### src/rtl/multicycle_controller.sv
// multicycle_controller
// Main control FSM for the multi-cycle RV32 core. Steps the shared datapath
// through FETCH/DECODE/EXEC/MEM/WB one instruction at a time, decoding from
// the IR opcode/funct3. It waits on the memory ready handshake, traps on bus
// timeouts and illegal opcodes, and counts retired instructions.
//
// state  | meaning
// -------+-------------------------------------------------------------
// FETCH  | imem_re high; on mem_ready latch IR/old_pc and advance PC by 4
// DECODE | one idle cycle while the IR settles; choose EXEC, WB or TRAP
// EXEC   | ALU operand select; branches and jumps finish here
// MEM    | hold dmem_re (load) or dmem_we (store) until mem_ready
// WB     | register file write; instruction retires
// TRAP   | all strobes low, trap high; left only through rst
//
// Every output is forced to 0 while rst_i is high, so a reset in the middle
// of an instruction cannot leave a partial register or memory write behind.

module multicycle_controller #(
  parameter int MEM_TIMEOUT = 16,
  parameter int CNT_W       = 32
) (
  input  logic             clk_i,
  input  logic             rst_i,
  input  logic [6:0]       opcode_i,
  input  logic [2:0]       funct3_i,
  input  logic             branch_taken_i,
  input  logic             mem_ready_i,
  output logic             imem_re_o,
  output logic             ir_we_o,
  output logic             pc_we_o,
  output logic [1:0]       pc_src_o,
  output logic             alu_src_a_o,
  output logic             alu_src_b_o,
  output logic             rf_we_o,
  output logic             dmem_re_o,
  output logic             dmem_we_o,
  output logic [2:0]       state_o,
  output logic             instr_done_o,
  output logic             trap_o,
  output logic [1:0]       trap_cause_o,
  output logic [CNT_W-1:0] instret_o
);

  // State encoding is visible on state_o, so these values are fixed.
  localparam logic [2:0] S_FETCH  = 3'd0;
  localparam logic [2:0] S_DECODE = 3'd1;
  localparam logic [2:0] S_EXEC   = 3'd2;
  localparam logic [2:0] S_MEM    = 3'd3;
  localparam logic [2:0] S_WB     = 3'd4;
  localparam logic [2:0] S_TRAP   = 3'd7;

  // Opcode map shared with the rest of the core.
  localparam logic [6:0] OPCODE_R_TYPE = 7'b0110011;
  localparam logic [6:0] OPCODE_I_TYPE = 7'b0010011;
  localparam logic [6:0] OPCODE_S_TYPE = 7'b0100011;
  localparam logic [6:0] OPCODE_B_TYPE = 7'b1100011;
  localparam logic [6:0] OPCODE_J_TYPE = 7'b1101111;
  localparam logic [6:0] OPCODE_U_TYPE = 7'b0110111;
  localparam logic [2:0] FUNCT3_LW     = 3'b010;

  localparam logic [1:0] PC_SRC_SEQ    = 2'b00;
  localparam logic [1:0] PC_SRC_BRANCH = 2'b01;
  localparam logic [1:0] PC_SRC_JUMP   = 2'b10;

  localparam logic [1:0] CAUSE_NONE    = 2'b00;
  localparam logic [1:0] CAUSE_ILLEGAL = 2'b01;
  localparam logic [1:0] CAUSE_TIMEOUT = 2'b10;

  // The wait counter only has to reach MEM_TIMEOUT-1; the trap fires on the
  // next stalled cycle instead of counting further.
  localparam int              WAIT_W    = $clog2(MEM_TIMEOUT);
  localparam logic [WAIT_W-1:0] WAIT_LAST = WAIT_W'(MEM_TIMEOUT - 1);

  logic [2:0]       state_q,      state_d;
  logic [WAIT_W-1:0] wait_cnt_q,  wait_cnt_d;
  logic [1:0]       trap_cause_q, trap_cause_d;
  logic [CNT_W-1:0] instret_q,    instret_d;

  logic       is_r, is_i, is_s, is_b, is_j, is_u;
  logic       is_load;
  logic       wait_expired;
  logic [1:0] cause_new;

  logic       imem_re, ir_we, pc_we, alu_src_a, alu_src_b;
  logic       rf_we, dmem_re, dmem_we, instr_done;
  logic [1:0] pc_src;

  assign is_r    = (opcode_i == OPCODE_R_TYPE);
  assign is_i    = (opcode_i == OPCODE_I_TYPE);
  assign is_s    = (opcode_i == OPCODE_S_TYPE);
  assign is_b    = (opcode_i == OPCODE_B_TYPE);
  assign is_j    = (opcode_i == OPCODE_J_TYPE);
  assign is_u    = (opcode_i == OPCODE_U_TYPE);
  assign is_load = is_i && (funct3_i == FUNCT3_LW);

  // A ready in the last allowed cycle still wins over the timeout.
  assign wait_expired = !mem_ready_i && (wait_cnt_q == WAIT_LAST);

  // Next-state selection and the trap cause that accompanies a trap entry.
  always_comb begin
    state_d   = state_q;
    cause_new = CAUSE_NONE;
    case (state_q)
      S_FETCH: begin
        if (mem_ready_i) begin
          state_d = S_DECODE;
        end else if (wait_expired) begin
          state_d   = S_TRAP;
          cause_new = CAUSE_TIMEOUT;
        end
      end
      S_DECODE: begin
        if (is_r || is_i || is_s || is_b || is_j) begin
          state_d = S_EXEC;
        end else if (is_u) begin
          state_d = S_WB;
        end else begin
          state_d   = S_TRAP;
          cause_new = CAUSE_ILLEGAL;
        end
      end
      S_EXEC: begin
        if (is_r) begin
          state_d = S_WB;
        end else if (is_i) begin
          state_d = is_load ? S_MEM : S_WB;
        end else if (is_s) begin
          state_d = S_MEM;
        end else if (is_b || is_j) begin
          state_d = S_FETCH;
        end else begin
          // IR changed under us after DECODE; treat it as an illegal opcode.
          state_d   = S_TRAP;
          cause_new = CAUSE_ILLEGAL;
        end
      end
      S_MEM: begin
        if (mem_ready_i) begin
          state_d = is_s ? S_FETCH : S_WB;
        end else if (wait_expired) begin
          state_d   = S_TRAP;
          cause_new = CAUSE_TIMEOUT;
        end
      end
      S_WB: begin
        state_d = S_FETCH;
      end
      S_TRAP: begin
        state_d = S_TRAP;
      end
      default: begin
        state_d = S_FETCH;
      end
    endcase
  end

  // Datapath strobes decoded from the current state and live handshakes.
  always_comb begin
    imem_re    = 1'b0;
    ir_we      = 1'b0;
    pc_we      = 1'b0;
    pc_src     = PC_SRC_SEQ;
    alu_src_a  = 1'b0;
    alu_src_b  = 1'b0;
    rf_we      = 1'b0;
    dmem_re    = 1'b0;
    dmem_we    = 1'b0;
    instr_done = 1'b0;
    case (state_q)
      S_FETCH: begin
        imem_re = 1'b1;
        if (mem_ready_i) begin
          ir_we  = 1'b1;
          pc_we  = 1'b1;
          pc_src = PC_SRC_SEQ;
        end
      end
      S_EXEC: begin
        if (is_i || is_s) begin
          alu_src_b = 1'b1;
        end else if (is_b) begin
          pc_we      = branch_taken_i;
          pc_src     = PC_SRC_BRANCH;
          instr_done = 1'b1;
        end else if (is_j) begin
          pc_we      = 1'b1;
          pc_src     = PC_SRC_JUMP;
          instr_done = 1'b1;
        end
      end
      S_MEM: begin
        dmem_we = is_s;
        dmem_re = !is_s;
        if (mem_ready_i && is_s) begin
          instr_done = 1'b1;
        end
      end
      S_WB: begin
        rf_we      = 1'b1;
        instr_done = 1'b1;
      end
      default: begin
      end
    endcase
  end

  // Sticky trap cause: the first trap reason is kept until reset.
  always_comb begin
    trap_cause_d = trap_cause_q;
    if (trap_cause_q == CAUSE_NONE) begin
      trap_cause_d = cause_new;
    end
  end

  // Stall counter restarts whenever FETCH or MEM is (re)entered.
  always_comb begin
    wait_cnt_d = wait_cnt_q;
    if (state_d != state_q) begin
      wait_cnt_d = '0;
    end else if (((state_q == S_FETCH) || (state_q == S_MEM)) && !mem_ready_i) begin
      wait_cnt_d = wait_cnt_q + WAIT_W'(1);
    end
  end

  // Retired count advances on each completing instruction and wraps.
  always_comb begin
    instret_d = instret_q;
    if (instr_done) begin
      instret_d = instret_q + CNT_W'(1);
    end
  end

  // FSM state register.
  always_ff @(posedge clk_i) begin
    if (rst_i) begin
      state_q <= S_FETCH;
    end else begin
      state_q <= state_d;
    end
  end

  // Memory wait counter register.
  always_ff @(posedge clk_i) begin
    if (rst_i) begin
      wait_cnt_q <= '0;
    end else begin
      wait_cnt_q <= wait_cnt_d;
    end
  end

  // Trap cause register.
  always_ff @(posedge clk_i) begin
    if (rst_i) begin
      trap_cause_q <= CAUSE_NONE;
    end else begin
      trap_cause_q <= trap_cause_d;
    end
  end

  // Retired-instruction counter register.
  always_ff @(posedge clk_i) begin
    if (rst_i) begin
      instret_q <= '0;
    end else begin
      instret_q <= instret_d;
    end
  end

  // Outputs are held at zero for the whole reset cycle.
  always_comb begin
    imem_re_o    = imem_re;
    ir_we_o      = ir_we;
    pc_we_o      = pc_we;
    pc_src_o     = pc_src;
    alu_src_a_o  = alu_src_a;
    alu_src_b_o  = alu_src_b;
    rf_we_o      = rf_we;
    dmem_re_o    = dmem_re;
    dmem_we_o    = dmem_we;
    instr_done_o = instr_done;
    state_o      = state_q;
    trap_o       = (state_q == S_TRAP);
    trap_cause_o = trap_cause_q;
    instret_o    = instret_q;
    if (rst_i) begin
      imem_re_o    = 1'b0;
      ir_we_o      = 1'b0;
      pc_we_o      = 1'b0;
      pc_src_o     = 2'b00;
      alu_src_a_o  = 1'b0;
      alu_src_b_o  = 1'b0;
      rf_we_o      = 1'b0;
      dmem_re_o    = 1'b0;
      dmem_we_o    = 1'b0;
      instr_done_o = 1'b0;
      state_o      = 3'd0;
      trap_o       = 1'b0;
      trap_cause_o = 2'b00;
      instret_o    = '0;
    end
  end

endmodule

### config.mk
export PLATFORM = sky130hd
export DESIGN_NAME = multicycle_controller
export DESIGN_NICKNAME = d
export VERILOG_FILES = /design/src/rtl/multicycle_controller.sv
export SDC_FILE = /design/constraint.sdc
export NUM_CORES = 1
export LEC_CHECK = 0
export ABC_AREA = 1
export CORE_ASPECT_RATIO = 1.4
export CORE_MARGIN = 3
export CORE_UTILIZATION = 40
export DETAILED_ROUTE_END_ITERATION = 8
export PLACE_DENSITY_LB_ADDON = 0.3
export SLEW_MARGIN = 10
export SYNTH_ARGS = -nofsm -noshare
export SYNTH_HDL_FRONTEND = slang
export SYNTH_SLANG_ARGS = --single-unit
### constraint.sdc
create_clock -name clk_i -period 2.3 [get_ports clk_i]
set_clock_uncertainty 0.2 [all_clocks]
set_input_delay 0.69 -clock clk_i [delete_from_list [all_inputs] [get_ports clk_i]]
set_output_delay 0.69 -clock clk_i [all_outputs]
set_load 0.005 [all_outputs]
# ---- Word level (Yosys, flattened, before mapping)
# Index checks and enable logic that the tools add are counted.
dict set report word_totals {
  ff_bits 41
  inputBits 14
  wordCells 91
}
dict set report op_classes {
  addsub 2
  n_eq_ne 14
  mux 54
  n_reduce_logical 17
}
# op count
set ops {}
lappend ops {{$mux W3} 11}
lappend ops {{$add A32 B1 Y32 const B} 1}
lappend ops {{$mux W32} 1}
lappend ops {{$mux W1} 29}
lappend ops {{$eq A7 B6 Y1 const B} 3}
lappend ops {{$mux W2} 9}
lappend ops {{$pmux W3 S5} 1}
lappend ops {{$eq A7 B7 Y1 const B} 2}
lappend ops {{$eq A3 B2 Y1 const B} 3}
lappend ops {{$eq A7 B5 Y1 const B} 1}
lappend ops {{$logic_or A1 B1 Y1} 7}
lappend ops {{$eq A3 B3 Y1 const B} 2}
lappend ops {{$pmux W2 S3} 1}
lappend ops {{$add A4 B1 Y4 const B} 1}
lappend ops {{$eq A4 B4 Y1 const B} 1}
lappend ops {{$logic_and A1 B1 Y1} 4}
lappend ops {{$reduce_or A2 Y1} 2}
lappend ops {{$eq A3 B1 Y1 const B} 1}
lappend ops {{$logic_not A3 Y1} 1}
lappend ops {{$ne A3 B3 Y1} 1}
lappend ops {{$pmux W1 S3} 1}
lappend ops {{$logic_not A1 Y1} 2}
lappend ops {{$logic_not A2 Y1} 1}
lappend ops {{$pmux W1 S2} 1}

# ---- Logic depth before layout (Yosys ltp)
# Gate-level depths: netlist (run 1).
dict set report depth {
  word_depth 9
  ltp_mapped 13
  depth_no_buf 13
}

# ---- Worst setup path before layout (run 1)
# Ideal clock, no wire load.
dict set report synth_timing {
  path_type {input-to-output}
  from {input rst_i}
  to {output instret_o[13]}
  t_arrival_ns 1.528
  required_ns 1.410
  slack_ns -0.118
  cell_stages 4
  n_path_buf 3
  cell_sequence {clkbuf_1 -> buf_2 -> clkbuf_1 -> nor2_1}
}
dict set report synth_via {
  elab_chain_len 1
}
# element line
set synth_rtl {}
lappend synth_rtl {{from (decl)} 24} ;# input logic rst_i,
lappend synth_rtl {{$mux W32} 286} ;# if (rst_i) begin
lappend synth_rtl {{to (decl)} 42} ;# output logic [CNT_W-1:0] instret_o
# Every way passes these cells.

# ---- Worst setup path in the final report (run 1)
dict set report layout_timing {
  from {input opcode_i[2]}
  to {output dmem_we_o}
}
dict set report layout_via {
  elab_chain_len 3
}
# element line
set layout_rtl {}
lappend layout_rtl {{from (decl)} 25} ;# input logic [6:0] opcode_i,
lappend layout_rtl {{$eq A7 B6 Y1} 91} ;# assign is_s = (opcode_i == OPCODE_S_TYPE);
lappend layout_rtl {{$mux W1} 170} ;# case (state_q)
lappend layout_rtl {{$mux W1} 286}
lappend layout_rtl {{to (decl)} 37} ;# output logic dmem_we_o,
# Every way passes these cells.

==> results of run 1 <==
## registers in the layout (all words and copies together) (netlist names)
signal / flops
instret_q: 32
wait_cnt_q: 4
state_q: 3
trap_cause_q: 2
## cell type report
cell class / instances / area, um^2 / area share [%]
Clock buffer: 7 / 86.33 / 1.989
Timing Repair Buffer: 122 / 1092 / 25.17
Multi-Input combinational cell: 327 / 1879 / 43.30
Clock inverter: 1 / 30.03 / 0.6918
Sequential cell: 41 / 827.0 / 19.05
Inverter: 73 / 310.3 / 7.149
Tap cell: 92 / 115.1 / 2.652
## cells by family (layout without fill, tap and decap cells)
family                   after synthesis  after routing  share of synthesized area [%]
AND/OR/NAND/NOR                      272            272                          46.55
buffers and inverters                 86            203                          12.16
AO/OA/AOI/OAI                         42             42                          8.134
flip-flops                            41             41                          29.00
XOR/XNOR                               9              9                          2.785
adder cells (fa/ha/maj)                2              2                         0.8840
other                                  1              1                         0.1325
multiplexers                           1              1                         0.3537
## timing repair
item,in CTS,in global routing
pin swaps,18,11
setup buffers,8,6
hold buffers,0,0
endpoints found under the setup margin,85,38
gates resized for setup,129,53
cloned,0,0
## worst max-delay path, cell delays in order
cell	delay, ns
sky130_fd_sc_hd__buf_12	0.12
sky130_fd_sc_hd__inv_12	0.04
sky130_fd_sc_hd__nand2_4	0.04
sky130_fd_sc_hd__nor2_4	0.16
sky130_fd_sc_hd__buf_6	0.14
sky130_fd_sc_hd__nand2_4	0.05
sky130_fd_sc_hd__buf_4	0.14
sky130_fd_sc_hd__nor4_2	0.21
sky130_fd_sc_hd__buf_2	0.16
## through the flow
step	cell area [um^2]	worst slack [ns]	util (%)
6_report	4340	-0.3289	64.36
5_1_grt	4340	-0.3756	64.36
4_1_cts	4146	-0.3349	61.48
3_5_place_dp	3929	-1.141	58.26
3_3_place_gp	3929	-1.080	58.26
2_1_floorplan	2903	-0.02764	-
## metal layers
metal	up-vias	wire (um)	global-route usage [%]	share of wire [%]
li1	1683	-	-	-
met1	1513	3284	21.56	38
met2	118	4626	40.02	53
met3	28	467	4.103	5.4
met4	0	289	11.32	3.3
met5	-	0	0	0
## cells in the final DEF (no fill, tap or decap), types with 8 or more instances in the layout
| cell | instances |
|---|---|
| sky130_fd_sc_hd__nor2_4 | 8 |
| sky130_fd_sc_hd__nand4_1 | 13 |
| sky130_fd_sc_hd__nand3_1 | 27 |
| sky130_fd_sc_hd__dlymetal6s2s_1 | 14 |
| sky130_fd_sc_hd__buf_4 | 52 |
| sky130_fd_sc_hd__nor3_2 | 11 |
| sky130_fd_sc_hd__nor2_2 | 13 |
| sky130_fd_sc_hd__xor2_1 | 8 |
| sky130_fd_sc_hd__buf_2 | 12 |
| sky130_fd_sc_hd__a21oi_1 | 22 |
| sky130_fd_sc_hd__nor2_1 | 70 |
| sky130_fd_sc_hd__nor3_1 | 15 |
| sky130_fd_sc_hd__nand2_4 | 8 |
| sky130_fd_sc_hd__nand2_2 | 11 |
| sky130_fd_sc_hd__nand2_1 | 69 |
| sky130_fd_sc_hd__inv_2 | 11 |
| sky130_fd_sc_hd__dlygate4sd2_1 | 23 |
| sky130_fd_sc_hd__dfxtp_1 | 38 |
| sky130_fd_sc_hd__inv_1 | 58 |
## power by group
part	switching [mW]	internal, mW	total [mW]
sequential	0.0467	0.768	0.814
clock	0.257	0.354	0.611
combinational	0.679	0.557	1.24
## worst max path at each step
stage,endpoint,slack (ns),cells after the start,startpoint
after floorplan,instr_done_o,-0.03,10,opcode_i[2]
after global placement,pc_we_o,-1.08,11,opcode_i[3]
after detailed placement,alu_src_b_o,-1.14,9,opcode_i[3]
after CTS,pc_we_o,-0.33,12,opcode_i[2]
after global routing,alu_src_b_o,-0.38,10,opcode_i[2]
final,dmem_we_o,-0.33,9,opcode_i[2]
==> results.ini, run 1 <==
[run_status]
status=finished with violations
violations=setup timing

[synth]
number_of_storage_elements_in_the_synthesis_netlist=41
post-synth-top-count-cell=sky130_fd_sc_hd__nor2_1
post_synth_main_area_contributors=sky130_fd_sc_hd__dfxtp_1 29%, sky130_fd_sc_hd__nor2_1 11%, sky130_fd_sc_hd__nand2_1 11%
yosys_most_used_dff=sky130_fd_sc_hd__dfxtp_1
synth_enable_flop_cells=0
synthesis.area_mm2=0.002830
netlist_top_cells_count=83 x sky130_fd_sc_hd__nor2_1, 82 x sky130_fd_sc_hd__nand2_1, 67 x sky130_fd_sc_hd__inv_1, 41 x sky130_fd_sc_hd__dfxtp_1, 31 x sky130_fd_sc_hd__nand3_1
synth.avg_cell_area_um2=6.234
synthCells=454
ys_seq_area_share_pct=29.00
synth_top_area_cell=sky130_fd_sc_hd__dfxtp_1
post_synth_num_cell_types=39
synth_fp_nets=470
synthDominantCellAreaShare_pct=29.00
ys.warnings.count=0
ys_async_sr_fraction_pct=0

[global_routing]
antenna_violations_before_repair=0
globalRouteTotalUtil_pct=21.19
grt-ovfl-total=0
grt_start_max_net_pins=22
grt_pass1_vias=3252
grt_pass1_wl_um=14190

[floorplan]
die_ht_um=105.5
boundaryPins=63
floorplan.initialDensity_pct=41.97
die_width_um=77.09
floorplan.rows=35
total_die_area_mm2=0.008135
placeableCoreArea_mm2=0.006744

[critical_path]
critical_path.reg2reg.startpoint=instret_q[1]$_SDFFE_PP0P_
reg2regPathDepth=11
worst-endpoint-arrival_ns=1.74
crit_path_start_kind=input port
worst-setup-path-type=in -> out
required_ns=1.41
crit-reg2reg-capture=instret_q[30]$_SDFFE_PP0P_
regToRegSetupSlack_ns=0.19
end_kind=output port
crit_path_max_fo=4

[route]
detail_route.drc_violations=0
vias_per_cell=5.041
drtAntennaViolNets=0
drtPass1Iterations=4
routed_wl_um=8667
first_iter_violations=169
vias=3342
wl_per_cell_um=13.07

[sta]
worst_pin_slew_ns=0.5012
period_minus_slack_ns=2.629
post-route-worst-setup-slack_ns=-0.3289
relative_slew_margins_pct=66.33
finalHoldViolCount=0
final.hold.worst_slack_ns=0.2832
maxSlewViolCount=0
finalSetupViolCount=7
final_min_period_over_clock_period_pct=114.3
grt_setup_unrepaired=true
fin_setup_tns_ns=-1.909
max_freq_mhz=380.4

[cts]
numClockSinks=41
tritoncts=built
cts-root-to-sink-buffers=2
clock_latency_ns=0.30
clock-root-buffer=sky130_fd_sc_hd__clkbuf_8
clkSlewWorstSetupHoldPaths_ns=0.08
cts_inserted_buffers=5
cts-htree-levels=2

[min_path]
hold_end=instret_q[31]$_SDFFE_PP0P_
min_delay_path_depth=2
timing.hold.worst.start=instret_q[31]$_SDFFE_PP0P_
hold_path_class=reg -> reg

[power]
power.ir.vdd_worst_uv=534.7
pwr_total_mw=2.661
power.static_leakage_nw=2.172
powerDensity_mw_per_mm2=613.2

[place]
dp.cells=643
placement.io_buffers=61
gpl.final_weighted_congestion=0.8943
place.detailed.hpwl_um=6406

[cells_and_area]
final_layout_size_suffix_gt1_share_pct=30.12
area_delta_synth_final_pct=53.36
num-fill-cells=620
n_antenna_cell=0
finalNetCount=586
final_cells=663

[flow_run]
maxCapViolCount=0

Power figures use the tool's default switching activity.
==> inputs of run 2 (changes only) <==
- CAP_MARGIN: default -> 20
- CORE_MARGIN: 3 -> 1.5
- CTS_CLUSTER_DIAMETER: default -> 120
==> results.ini, run 2 (synthesized netlist as in run 1, its figures left out) <==
[cells_and_area]
post_route_design_area_mm2=0.004197
multi_input_area_mm2=0.001859
top_registers=instret_q: 32 flops, wait_cnt_q: 4 flops, state_q: 3 flops
final_layout_size_suffix_gt1_share_pct=35.49
finalNetCount=587
seqCellArea_um2=827.0
area_delta_synth_final_pct=48.28
largest_reg_flops=32
max_flop_register=instret_q
n_antenna_cell=0
layout_commonest_cell=sky130_fd_sc_hd__nand2_1
layout_common_cells=70 x sky130_fd_sc_hd__nand2_1, 66 x sky130_fd_sc_hd__nor2_1, 58 x sky130_fd_sc_hd__inv_1
num-fill-cells=671

[global_routing]
grt_pass1_vias=3152
grt_start_max_net_pins=22
antenna_violations_before_repair=0
grt-ovfl-total=0
grt_pass1_wl_um=13680
globalRouteTotalUtil_pct=22.95

[place]
place.detailed.hpwl_um=6353
placed_cell_area_mm2=0.004025
gpl.final_weighted_congestion=0.8846
placement.io_buffers=61

[route]
first_iter_violations=183
routed_wl_um=8651
drtAntennaViolNets=0
vias=3311
drtPass1Iterations=5
wl_per_cell_um=12.97
vias_per_cell=4.964
detail_route.drc_violations=0

[power]
power.ir.vdd_worst_uv=618.3
power.static_leakage_nw=1.899
powerDensity_mw_per_mm2=601.0

[sta]
finalHoldViolCount=0
period_minus_slack_ns=2.522
post-route-worst-setup-slack_ns=-0.2219
grt_setup_unrepaired=true
final_min_period_over_clock_period_pct=109.6
max_freq_mhz=396.5
finalSetupViolCount=7
maxSlewViolCount=0
fin_setup_tns_ns=-1.203
final.hold.worst_slack_ns=0.2803

[floorplan]
die_ht_um=102.5
floorplan.rows=36
boundaryPins=63
placeableCoreArea_mm2=0.006892
floorplan.initialDensity_pct=41.07
die_width_um=74.09
total_die_area_mm2=0.007596

[cts]
cts-root-to-sink-buffers=2
tritoncts=built
numClockSinks=41
cts_inserted_buffers=5
cts_hold_repair.buffers=0
cts-htree-levels=2
clkSlewWorstSetupHoldPaths_ns=0.08
clock_latency_ns=0.29
clock-root-buffer=sky130_fd_sc_hd__clkbuf_8

[critical_path]
crit_slowest_cell=sky130_fd_sc_hd__buf_2
crit_path_max_fo=4
required_ns=1.41
timing.critical_path.cells=buf_12 > inv_12 > nand2_4 > nor2_4 > buf_4 > nand2_4 > nand2_4 > inv_2 > nor4_2 > buf_2
worst-endpoint-arrival_ns=1.63
critical-path-max-stage-delay_ns=0.16
worstPathBufferInverterCount=5
end_kind=output port
timing.critical_path.mode_cell=sky130_fd_sc_hd__nand2_4
worst-setup-path-type=in -> out
crit_path_start_kind=input port
timing.critical_path.max_delay_family=buffers and inverters

[run_status]
status=finished with violations
violations=setup timing

[min_path]
hold_path_class=reg -> reg

[flow_run]
maxCapViolCount=0

run 2: cell types whose count changed in the layout (fill, tap and decap cells not counted), sizes merged:
cell           change
dlygate4sd2       -16
bufinv             -1
clkbuf            +17
clkdlybuf4s15      -2
bufbuf             +1
inv                +1
buf               +15
clkinvlp           -1
dlymetal6s2s      -14
clkinv             +1
run 2: metrics by stage:
stage | total power, mW | util [%] | cells | setup WS, ns
after detailed placement | 1.924 | 58.41 | 650 | -1.094
after global placement | 1.908 | 58.41 | 650 | -1.080
after global routing | 2.677 | 60.89 | 667 | -0.2992
final | 2.522 | 60.89 | 667 | -0.2219
after floorplan | 1.398 | - | 454 | -0.02764
after CTS | 2.492 | 61.42 | 662 | -0.3424
run 2: per-layer routing:
layer,GRT usage [%],vias up,routed length [um]
li1,-,1684,-
met1,24.22,1485,3338
met2,44.02,118,4610
met3,3.617,24,403
met4,9.117,0,299
met5,0,-,0
run 2: final timing paths:
| check | end | from | depth (start not counted) | slack, ns |
|---|---|---|---|---|
| worst max register to register | instret_q[30]$_SDFFE_PP0P_ | instret_q[1]$_SDFFE_PP0P_ | 11 | 0.15 |
| worst min-delay path | instret_q[31]$_SDFFE_PP0P_ | instret_q[31]$_SDFFE_PP0P_ | 2 | 0.28 |
| worst min register to register | instret_q[31]$_SDFFE_PP0P_ | instret_q[31]$_SDFFE_PP0P_ | 2 | 0.28 |
| worst max-delay path | alu_src_b_o | opcode_i[2] | 10 | -0.22 |
run 2: power breakdown:
| group | leakage, nW | switching (mW) | internal, mW |
|---|---|---|---|
| Sequential | 0.333 | 0.0534 | 0.767 |
| Clock | 0.0542 | 0.259 | 0.272 |
| Combinational | 1.51 | 0.628 | 0.543 |
| Total | 1.90 | 0.940 | 1.58 |
run 2: what timing repair did:
action | CTS | global route
buffers inserted | 3 | 6
pin swaps | 18 | 14
setup endpoints to repair | 85 | 56
gates resized for setup | 187 | 64
gates cloned | 1 | 0
run 2: area by class of cell:
| class | instances | share of cell area [%] |
|---|---|---|
| multi-input cells | 327 | 44.31 |
| repair buffers | 123 | 23.43 |
| flip-flops and latches | 41 | 19.71 |
| inverters | 73 | 7.305 |
| well taps | 95 | 2.832 |
| clock buffers | 7 | 2.296 |
| clock inverters | 1 | 0.1193 |
run 2: worst reg2reg max path, cell delays in order, from the launching register on:
cell and delay (ns):
sky130_fd_sc_hd__dfxtp_1 0.37, sky130_fd_sc_hd__ha_1 0.23, sky130_fd_sc_hd__nand2_1 0.09, sky130_fd_sc_hd__nor2_2 0.19, sky130_fd_sc_hd__nand2_2 0.10, sky130_fd_sc_hd__nor2_4 0.15
sky130_fd_sc_hd__nand3b_4 0.12, sky130_fd_sc_hd__nor2_4 0.12, sky130_fd_sc_hd__nand2_2 0.11, sky130_fd_sc_hd__nor3_2 0.15, sky130_fd_sc_hd__a21oi_1 0.08, sky130_fd_sc_hd__and2_1 0.13
==> edit 1, RTL diff (flow settings as in run 1) <==
Reset style: asynchronous (`rst_i`), changed in 4 clocked blocks.
--- a/src/rtl/multicycle_controller.sv
+++ b/src/rtl/multicycle_controller.sv
@@ -232,7 +232,7 @@
   end
 
   // FSM state register.
-  always_ff @(posedge clk_i) begin
+  always_ff @(posedge clk_i or posedge rst_i) begin
     if (rst_i) begin
       state_q <= S_FETCH;
     end else begin
@@ -241,7 +241,7 @@
   end
 
   // Memory wait counter register.
-  always_ff @(posedge clk_i) begin
+  always_ff @(posedge clk_i or posedge rst_i) begin
     if (rst_i) begin
       wait_cnt_q <= '0;
     end else begin
@@ -250,7 +250,7 @@
   end
 
   // Trap cause register.
-  always_ff @(posedge clk_i) begin
+  always_ff @(posedge clk_i or posedge rst_i) begin
     if (rst_i) begin
       trap_cause_q <= CAUSE_NONE;
     end else begin
@@ -259,7 +259,7 @@
   end
 
   // Retired-instruction counter register.
-  always_ff @(posedge clk_i) begin
+  always_ff @(posedge clk_i or posedge rst_i) begin
     if (rst_i) begin
       instret_q <= '0;
     end else begin
Behaviour: same outputs for any inputs over 10 cycles, from zero or initial values and one cycle with rst_i high; that may be too few to reach the edited logic, so the function may still have changed.
==> edit 1 against run 1 <==
The run still ends with negative setup slack left. Non-clock buffer count grew 2. Sequential power increased by 14%. Wire length down 6.0%. Synthesized area is 1.7% higher. Count of clock-buffer cells in the layout is 2 lower. Worst setup slack improved by 0.19 ns. First-iteration DRC count down 57%. Sequential cell count unchanged. Largest cell class unchanged. Design area decreased by 0.92%. Power increased by 23%. Highest routed layer unchanged. Synthesized cell count fell by 15%.
==> edit 1: results <==
<?xml version="1.0" encoding="UTF-8"?>
<metrics>
  <group name="hold_path">
    <metric name="timing.hold.worst.start" unit="">instret_q[4]$_DFFE_PP0P_</metric>
    <metric name="timing.hold.worst_endpoint" unit="">instret_q[4]$_DFFE_PP0P_</metric>
    <metric name="hold_path_depth" unit="">1</metric>
  </group>
  <group name="synth">
    <metric name="synth_xor_area_share" unit="%">10.0</metric>
    <metric name="synth_nets" unit="">404</metric>
    <metric name="post_synth_fa_ha_maj_area_fraction" unit="%">0.870</metric>
    <metric name="synth.top_cells.by_count" unit="">78 x sky130_fd_sc_hd__nor2_1, 66 x sky130_fd_sc_hd__nand2_1, 49 x sky130_fd_sc_hd__inv_1</metric>
    <metric name="synth.distinct_cells" unit="">36</metric>
    <metric name="synth.area.top_cells" unit="">sky130_fd_sc_hd__dfrtp_1 36%, sky130_fd_sc_hd__nor2_1 10%, sky130_fd_sc_hd__xor2_1 10%</metric>
    <metric name="fraction_of_the_mapped_netlist_area_in_compound_gates" unit="%">2.78</metric>
    <metric name="ys_async_sr_fraction" unit="%">100</metric>
  </group>
  <group name="critical_path">
    <metric name="worstPathMaxFanout" unit="">5</metric>
    <metric name="worst_r2r_endpoint" unit="">wait_cnt_q[0]$_DFFE_PP0P_</metric>
    <metric name="cpLargestDelayFamily" unit="">simple AND/OR/NAND/NOR gates</metric>
    <metric name="cp-endpoint" unit="">instr_done_o</metric>
    <metric name="crit_arrival" unit="ns">1.55</metric>
    <metric name="timing.reg2reg.worst_path_depth" unit="">14</metric>
  </group>
  <group name="placed_design">
    <metric name="dp_hpwl" unit="mm">5.85</metric>
    <metric name="gp_congestion" unit="">0.878</metric>
    <metric name="post-place-ws" unit="ns">-0.968</metric>
  </group>
  <group name="pwr">
    <metric name="netSwitchingFraction" unit="%">38.8</metric>
    <metric name="power.share.sequential" unit="%">28.5</metric>
    <metric name="clock_power" unit="mW">0.707</metric>
    <metric name="vdd_drop_max" unit="uV">491</metric>
    <metric name="total_leakage_power" unit="nW">2.30</metric>
    <metric name="power_density" unit="nW/um^2">759</metric>
  </group>
  <group name="detailed_routing">
    <metric name="initial_detailed_routing_violation_count" unit="">73</metric>
    <metric name="met3_wirelength" unit="um">259</metric>
    <metric name="met2_wirelength" unit="mm">4.50</metric>
    <metric name="route.layer.met1.wl" unit="mm">3.12</metric>
  </group>
  <group name="sta">
    <metric name="setup-violations-final" unit="">7</metric>
    <metric name="relSlewSlack" unit="%">65.0</metric>
    <metric name="finalWorstSetupSlack" unit="ns">-0.140</metric>
  </group>
  <group name="global_routing">
    <metric name="global_route_wire_length_before_repair" unit="mm">13.6</metric>
    <metric name="global_route.usage.total" unit="%">20.3</metric>
  </group>
  <group name="status">
    <metric name="outcome" unit="">complete, but fails checks</metric>
    <metric name="failed_checks" unit="">negative setup slack</metric>
  </group>
  <group name="finish">
    <metric name="layout-drive-gt1-share" unit="%">33.2</metric>
    <metric name="final_nets" unit="">527</metric>
    <metric name="fill_cells" unit="">615</metric>
  </group>
  <group name="die">
    <metric name="chipWidth" unit="um">77.7</metric>
  </group>
</metrics>
edit 1: changes by cell type after synthesis, sizes merged, moves of 4 or more:
cell   change
nor3       -8
inv       -15
nor2       -5
dfxtp     -41
a21oi     -21
nor3b      -4
nor4       -6
nand2      -4
dfrtp     +41
xor2      +25
nand3     -11
edit 1: timing repair:
| action | 4_1_cts | 5_1_grt |
|---|---|---|
| endpoints found under the setup margin | 81 | 19 |
| hold buffers | 0 | 0 |
| buffers inserted | 13 | 10 |
| pin swaps | 20 | 21 |
| resized for setup | 141 | 34 |
edit 1: final cells by class:
cell class,count,area share [%]
inverters,59,5.50
multi-input cells,280,40.3
repair buffers,124,24.3
flip-flops and latches,41,23.9
clock buffers,5,1.60
well taps,95,2.76
clock inverters,3,1.60
edit 1: stage by stage:
stage | TNS, ns | cells | area, sq um
detailed placement | -34.17 | 577 | 3890
global route | -1.32 | 607 | 4300
floorplan | -1.69 | 388 | 2910
global placement | -32.01 | 577 | 3890
CTS | -0.603 | 598 | 4150
finish | -0.611 | 607 | 4300
==> edit 2, RTL diff (flow settings as in run 1) <==
Without the edit above. Change the parameter `MEM_TIMEOUT` from 16 to 32.
--- a/src/rtl/multicycle_controller.sv
+++ b/src/rtl/multicycle_controller.sv
@@ -17,7 +17,7 @@
 // of an instruction cannot leave a partial register or memory write behind.
 
 module multicycle_controller #(
-  parameter int MEM_TIMEOUT = 16,
+  parameter int MEM_TIMEOUT = 32,
   parameter int CNT_W       = 32
 ) (
   input  logic             clk_i,
Check against the original RTL: no difference found for any inputs over 10 cycles, from zero or initial values and one cycle with rst_i high; that may be too few to reach the edited logic, so the function may still have changed.
==> edit 2 against run 1 <==
The run still ends with negative setup slack left. Via count rose by 8.0%. Largest power group unchanged. Wire length rose by 10%. Power rose by 2.4%. Design area rose by 6.6%. Synthesized area rose by 6.5%. Sequential share of layout area fell by 0.69 points. Final cell count rose by 6.0%. Sequential cell count rose by 1. Worst setup slack improved by 0.14 ns. Largest cell class unchanged.
==> edit 2: results <==
<?xml version="1.0" encoding="UTF-8"?>
<metrics>
  <group name="critical_path">
    <metric name="rr_startpoint" unit="">wait_cnt_q[0]$_SDFFE_PP0P_</metric>
    <metric name="critical-path-max-stage-delay" unit="ns">0.51</metric>
    <metric name="worstPathMaxFanout" unit="">13</metric>
    <metric name="cp-endpoint" unit="">rf_we_o</metric>
    <metric name="crit_arrival" unit="ns">1.60</metric>
    <metric name="ff2ff_setup_slack" unit="ns">0.15</metric>
    <metric name="timing.critical_path.from" unit="">rst_i</metric>
    <metric name="timing.reg2reg.worst_path_depth" unit="">13</metric>
    <metric name="highest_delay_cell_along_the_critical_path" unit="">sky130_fd_sc_hd__clkdlybuf4s50_1</metric>
    <metric name="worst_r2r_endpoint" unit="">wait_cnt_q[2]$_SDFFE_PP0P_</metric>
  </group>
  <group name="sta">
    <metric name="setup_tns" unit="ns">-1.06</metric>
    <metric name="timing_worst_slew_pin_value" unit="ns">0.570</metric>
    <metric name="finalWorstSetupSlack" unit="ns">-0.186</metric>
    <metric name="post-route-period-util" unit="%">108</metric>
    <metric name="setup-violations-final" unit="">8</metric>
  </group>
  <group name="global_routing">
    <metric name="global_route_wire_length_before_repair" unit="mm">15.5</metric>
    <metric name="grt_pass1_vias" unit="">3515</metric>
    <metric name="grt_max_degree" unit="">24</metric>
  </group>
  <group name="hold_path">
    <metric name="timing.hold.worst_endpoint" unit="">instret_q[28]$_SDFFE_PP0P_</metric>
    <metric name="timing.hold.worst.start" unit="">instret_q[28]$_SDFFE_PP0P_</metric>
  </group>
  <group name="placed_design">
    <metric name="dp_hpwl" unit="mm">7.14</metric>
    <metric name="gp_congestion" unit="">0.932</metric>
    <metric name="post-place-ws" unit="ns">-1.11</metric>
  </group>
  <group name="status">
    <metric name="failed_checks" unit="">negative setup slack</metric>
    <metric name="outcome" unit="">complete, but fails checks</metric>
  </group>
  <group name="detailed_routing">
    <metric name="vias_per_cell" unit="">5.13</metric>
    <metric name="initial_detailed_routing_violation_count" unit="">137</metric>
    <metric name="routedWlPerCell" unit="um">13.6</metric>
  </group>
  <group name="synth">
    <metric name="synth.distinct_cells" unit="">40</metric>
    <metric name="synth_nets" unit="">502</metric>
    <metric name="ys_seq_area_share" unit="%">27.9</metric>
  </group>
  <group name="pwr">
    <metric name="total_leakage_power" unit="nW">2.07</metric>
    <metric name="vdd_drop_max" unit="uV">514</metric>
  </group>
  <group name="clock_tree">
    <metric name="clockBufferDepth" unit="">2</metric>
    <metric name="num_cts_buffers" unit="">5</metric>
  </group>
  <group name="finish">
    <metric name="biggestRegsByFlops" unit="">instret_q (32), wait_cnt_q (5), state_q (3)</metric>
    <metric name="final_nets" unit="">624</metric>
    <metric name="fill_cells" unit="">643</metric>
  </group>
</metrics>
-- edit 2: cell count changes in the layout (fill, tap and decap cells not counted), moves of 6 or more --
cell / change
sky130_fd_sc_hd__nor3_2: -6
sky130_fd_sc_hd__dlygate4sd2_1: +10
sky130_fd_sc_hd__a21oi_1: +6
sky130_fd_sc_hd__dlymetal6s2s_1: -12
sky130_fd_sc_hd__nor3_1: +11
sky130_fd_sc_hd__nand3_4: +6
sky130_fd_sc_hd__inv_1: -6
sky130_fd_sc_hd__buf_6: +6
sky130_fd_sc_hd__nand2_1: +12
sky130_fd_sc_hd__inv_2: +6
-- edit 2: per-layer routing --
metal	vias up	wire (um)	track usage, %
met2	94	5230	43.4
met4	0	386	10.4
met1	1677	3460	23.6
li1	1811	-	-
met5	-	0	0
met3	26	452	3.55
-- edit 2: what timing repair did --
item,CTS,global route
endpoints found under the setup margin,87,29
pin swaps,22,28
setup buffers,7,9
resized for setup,155,52
gates cloned,1,0
-- edit 2: kinds of logic after synthesis --
family	after synthesis	synth area share, %
buffers and inverters	87	11.4
AOI/OAI and AO/OA	45	7.80
other	1	0.124
adders and majority gates	3	1.24
and+or+nand+nor	294	47.7
DFF	42	27.9
xor gates and xnor gates	11	3.19
muxes	2	0.664
-- edit 2: cell type report --
| class | instances | share of cell area, % |
|---|---|---|
| inverter | 75 | 6.95 |
| timing repair buffer | 127 | 24.4 |
| sequential | 42 | 18.4 |
| clock buffer | 5 | 1.49 |
| tap | 95 | 2.57 |
| multi-input combinational | 356 | 45.7 |
| clock inverter | 3 | 0.460 |
-- edit 2: report_power, final --
part	internal [mW]	switching (mW)	leakage [nW]	total, mW
Sequential	0.788	0.0705	0.341	0.858
Clock	0.214	0.291	0.0441	0.504
Combinational	0.603	0.760	1.68	1.36
Total	1.60	1.12	2.07	2.73
-- edit 2: stage by stage --
| stage | hold WS (ns) | power, mW | instances | instance area, sq um |
|---|---|---|---|---|
| after floorplan | 0.237 | 1.47 | 485 | 3100 |
| after global placement | 0.252 | 1.95 | 684 | 4180 |
| after detailed placement | 0.256 | 1.97 | 684 | 4180 |
| after CTS | 0.268 | 2.51 | 699 | 4400 |
| after global routing | 0.305 | 2.90 | 703 | 4630 |
| final | 0.268 | 2.73 | 703 | 4630 |
-- edit 2: tightest hold or removal path, stage by stage, from the launching register on --
cell and delay [ns]:
sky130_fd_sc_hd__dfxtp_1 0.32, sky130_fd_sc_hd__nand2_1 0.06, sky130_fd_sc_hd__a21oi_1 0.05
